[src/rtl/mem_port_arbiter.sv]
// mem_port_arbiter: grants one single-ported unified memory to either the
// instruction-fetch stage or the data-memory stage. It runs a fixed-latency
// access of MEM_LAT cycles and then returns read data with a one-cycle ack.
// Every output is a register or is decoded from registered state, so no input
// reaches mem_* or the acks combinationally.
module mem_port_arbiter #(
   parameter int MEM_LAT = 2,
   parameter int ADDR_W  = 64
) (
   input  logic              clk,
   input  logic              reset,
   input  logic              if_req,
   input  logic [ADDR_W-1:0] if_addr,
   output logic [31:0]       if_rdata,
   output logic              if_ack,
   input  logic              d_req,
   input  logic              d_we,
   input  logic [ADDR_W-1:0] d_addr,
   input  logic [63:0]       d_wdata,
   input  logic [3:0]        d_xfersize,
   output logic [63:0]       d_rdata,
   output logic              d_ack,
   output logic              mem_en,
   output logic              mem_we,
   output logic [ADDR_W-1:0] mem_addr,
   output logic [63:0]       mem_wdata,
   output logic [3:0]        mem_xfersize,
   input  logic [63:0]       mem_rdata,
   output logic              busy
);

   typedef enum logic [1:0] {IDLE, ACCESS, DONE} state_t;
   typedef enum logic {FETCH = 1'b0, DATA = 1'b1} owner_t;

   // Counter value on the final access cycle; cnt stops here and never wraps.
   localparam logic [3:0] CNT_LAST = 4'(MEM_LAT - 1);

   state_t            state_reg;
   owner_t            owner_reg;
   owner_t            last_owner_reg;
   logic [3:0]        cnt_reg;
   logic [ADDR_W-1:0] addr_reg;
   logic              we_reg;
   logic [63:0]       wdata_reg;
   logic [3:0]        xfersize_reg;
   logic [31:0]       if_rdata_reg;
   logic [63:0]       d_rdata_reg;

   // Arbitration FSM. It latches the granted request, counts the access and captures read data.
   always_ff @(posedge clk or posedge reset) begin
      if (reset) begin
         state_reg      <= IDLE;
         owner_reg      <= FETCH;
         last_owner_reg <= FETCH;
         cnt_reg        <= 4'd0;
         addr_reg       <= '0;
         we_reg         <= 1'b0;
         wdata_reg      <= 64'd0;
         xfersize_reg   <= 4'd0;
         if_rdata_reg   <= 32'd0;
         d_rdata_reg    <= 64'd0;
      end else begin
         case (state_reg)
            IDLE: begin
               if (if_req || d_req) begin
                  cnt_reg   <= 4'd0;
                  state_reg <= ACCESS;
                  // On a tie, the port that did not own the previous access wins.
                  if (d_req && (!if_req || last_owner_reg == FETCH)) begin
                     owner_reg    <= DATA;
                     addr_reg     <= d_addr;
                     we_reg       <= d_we;
                     wdata_reg    <= d_wdata;
                     xfersize_reg <= d_xfersize;
                  end else begin
                     owner_reg    <= FETCH;
                     addr_reg     <= if_addr;
                     we_reg       <= 1'b0;
                     wdata_reg    <= 64'd0;
                     xfersize_reg <= 4'b0100;
                  end
               end
            end
            ACCESS: begin
               if (cnt_reg == CNT_LAST) begin
                  // A store leaves both read-data registers untouched.
                  if (!we_reg) begin
                     if (owner_reg == FETCH) begin
                        if_rdata_reg <= mem_rdata[31:0];
                     end else begin
                        d_rdata_reg <= mem_rdata;
                     end
                  end
                  last_owner_reg <= owner_reg;
                  state_reg      <= DONE;
               end else begin
                  cnt_reg <= cnt_reg + 4'd1;
               end
            end
            DONE: begin
               state_reg <= IDLE;
            end
            default: begin
               state_reg <= IDLE;
            end
         endcase
      end
   end

   // Outputs are decoded from registered state only. When reset clears the state, mem_en and mem_we drop at once.
   assign busy         = (state_reg != IDLE);
   assign mem_en       = (state_reg == ACCESS);
   assign mem_we       = (state_reg == ACCESS) && we_reg;
   assign mem_addr     = addr_reg;
   assign mem_wdata    = wdata_reg;
   assign mem_xfersize = xfersize_reg;
   assign if_ack       = (state_reg == DONE) && (owner_reg == FETCH);
   assign d_ack        = (state_reg == DONE) && (owner_reg == DATA);
   assign if_rdata     = if_rdata_reg;
   assign d_rdata      = d_rdata_reg;

endmodule

[config.mk]
export PLATFORM = sky130hd
export DESIGN_NAME = mem_port_arbiter
export DESIGN_NICKNAME = d
export VERILOG_FILES = /design/src/rtl/mem_port_arbiter.sv
export SDC_FILE = /design/constraint.sdc
export NUM_CORES = 1
export LEC_CHECK = 0
export BUFFER_PORTS_ARGS = -buffer_cell sky130_fd_sc_hd__clkbuf_2
export CAP_MARGIN = 20
export CORE_AREA = 2 2 191 193
export DETAILED_ROUTE_END_ITERATION = 10
export DIE_AREA = 0 0 193 195
export SYNTH_ARGS = -nofsm -noshare
export SYNTH_HDL_FRONTEND = slang
export SYNTH_SLANG_ARGS = --single-unit
[constraint.sdc]
create_clock -name clk -period 19.9 [get_ports clk]
set_clock_uncertainty 0.2 [all_clocks]
set_input_delay 3.98 -clock clk [delete_from_list [all_inputs] [get_ports clk]]
set_output_delay 3.98 -clock clk [all_outputs]
set_load 0.05 [all_outputs]
==> flow_summary.ini <==
[clock_network]
clk_latency_ps = 520
cts.clk_slew.worst_paths_ps = 60
cts_setup_buffers = 0
clock-sinks = 237
cts_root_buf = clkbuf_16
cts_tree = done
clock_path_buffers = 3
h-tree-depth = 1
ctsResizeCount = 0
cts_buffers = 26
post_cts_hold_buffer_count = 0

[sta]
setup_viol = 0
fmax_mhz = 168
post-route-period-util_pct = 29.9
relSlewSlack_pct = 34.3
hold_viol_final = 0
rsz0062_at_grt = false
holdWs_ps = 289
final.setup.tns_ps = 0
setup_slack_ps = 13950
post-route-min-period_ps = 5950
worstMarginPinSlew_ps = 985
drv_slew = 0

[yosys]
synth_warnings = 0
synth_nets = 872
syn_area_sq_mm = 0.00955
synth_cell_type_count = 34
yosysSeqAreaShare_pct = 62.1
synth-seq-cells = 237
synth_cells = 605
synth_area_per_cell_sq_um = 15.8

[setup_path]
cp_num_buf_inv = 2
crit_path_start_kind = flop
cp_max_fo = 6
crit_cells = 4
cp.required_ps = 15720
critPathCaptureType = output port
crit_chain = nand2b_1 -> inv_2 -> and2_1 -> clkbuf_2
cp_slowest_stage_delay_ps = 410
cp.arrival_ps = 1770
slowest_stage = dfrtp_1
r2r_cells = 5
crit_family = buffers and inverters
crit_type = flop to output port

[layout]
fin_nets = 1364
fillCellCount = 3452
area_growth_pct = 38.9
multiInputGateArea_sq_mm = 0.00338
drive_gt1_share_pct = 68.0
register_area_sq_mm = 0.00593
n_antenna_cell = 0

[status]
status = completed

[min_path]
hold_class = flop to flop
whs_path_depth = 1

[placed_design]
hpwl_um = 19600
place_ws_ps = 13830
portBuffers = 497
routabilityCongestion = 0.773

[grt]
grt_antenna_before_repair = 0
grt_overflow = 0
grt_pass1_vias = 6996
grt_pass1_wl_um = 38600
grtUsageTotal_pct = 13.1
grt_max_degree = 98

[detailed_routing]
via_per_inst = 4.37
drt_wl_total_um = 26100
drc_errors = 0
drtIter0Drc = 194
dr.pass1.iters = 4
vias = 6866
ant_nets = 0
wl_per_cell_um = 16.6

[floorplanning]
die_h_um = 195
coreArea_sq_mm = 0.0354
num_io_pins = 498
die_w_um = 193
die-area_sq_mm = 0.0376
initial_core_util_pct = 27.0
num_rows = 69

[flow_run]
drv_cap = 0
synthesized netlist by cell type:
| library cell | n | area, sq um |
|---|---|---|
| nand3b_1 | 1 | 7.51 |
| dfrtp_1 | 237 | 5930 |
| nor3b_2 | 1 | 12.5 |
| mux2_2 | 208 | 2340 |
| buf_4 | 5 | 37.5 |
| and2_1 | 2 | 12.5 |
| nor2_1 | 3 | 11.3 |
| mux2i_1 | 1 | 10.0 |
| nor2b_1 | 1 | 6.26 |
| nand4b_1 | 1 | 8.76 |
| o32a_1 | 1 | 10.0 |
| xor2_1 | 1 | 8.76 |
| o221ai_1 | 1 | 8.76 |
| nand3_1 | 2 | 10.0 |
| o21ai_0 | 1 | 5.00 |
| clkbuf_1 | 7 | 26.3 |
| o22ai_1 | 2 | 12.5 |
| ha_1 | 2 | 25.0 |
| a21bo_2 | 1 | 10.0 |
| buf_6 | 7 | 78.8 |
| nor2_2 | 1 | 6.26 |
| nor3b_1 | 1 | 7.51 |
| mux2_1 | 17 | 191 |
| nand2_1 | 1 | 3.75 |
| inv_2 | 1 | 3.75 |
| a22o_1 | 68 | 596 |
| nand2b_1 | 2 | 12.5 |
| buf_2 | 21 | 105 |
| inv_1 | 2 | 7.51 |
| or2_1 | 2 | 12.5 |
| a21o_1 | 1 | 7.51 |
| a31o_2 | 1 | 8.76 |
| nor3_1 | 1 | 5.00 |
| and3b_1 | 1 | 8.76 |
cell usage in the layout (no fill, tap or decap), types with 2 or more instances in the layout:
master and instances:
nor2_4 2, bufinv_16 2, buf_4 7, clkbuf_16 27, ha_1 2, a22o_1 68, clkbuf_2 497, clkbuf_8 3
clkbuf_1 7, mux2_2 208, dfrtp_1 237, clkinv_2 2, mux2_1 17, and2_1 2, o22ai_1 2, nor2_1 2
nand2b_1 2
metal layers:
metal  vias to the layer above  track usage (%)  wire, um
li1                       3194                -         -
met1                      3306             14.8      9800
met2                       316             23.6     13200
met3                        50             3.56      2380
met4                         0             4.18       694
met5                         -                0         0
path summary, 6_finish.rpt:
path                            slack [ps]      endpoint    startpoint
worst min register to register         290   d_rdata[57]   d_rdata[57]
min in group asynchronous             3390   d_rdata[29]         reset
worst min-delay path                   290   d_rdata[57]   d_rdata[57]
worst max-delay path                 13950        mem_we  state_reg[1]
max in group asynchronous            14690  mem_wdata[3]         reset
worst max register to register       17110  if_rdata[25]    cnt_reg[1]
kinds of logic after synthesis:
logic type,Yosys count,share of synthesized area (%)
AOI/OAI and AO/OA,76,6.89
DFF,237,62.1
xor gates and xnor gates,1,0.0917
and+or+nand+nor,20,1.31
adders and majority gates,2,0.262
muxes,226,26.6
buffers and inverters,43,2.71
area by class of cell:
type                       count  area share [%]
clock buffer                  37            5.60
clock inverter                 4           0.528
inverter                       3           0.141
multi-input combinational    325            25.5
sequential                   237            44.7
tap                          461            4.35
timing repair buffer         504            19.1
through the flow:
stage | instances | util [%] | instance area, sq um
final | 1571 | 37.5 | 13300
after global routing | 1571 | 37.5 | 13300
after CTS | 1571 | 37.5 | 13300
after detailed placement | 1530 | 35.2 | 12500
after global placement | 1530 | 35.2 | 12500
after floorplan | 605 | - | 9550
Power is left out: the tool's default activity adds up to more than one toggle a clock period on the data nets, which glitch-free logic cannot reach.
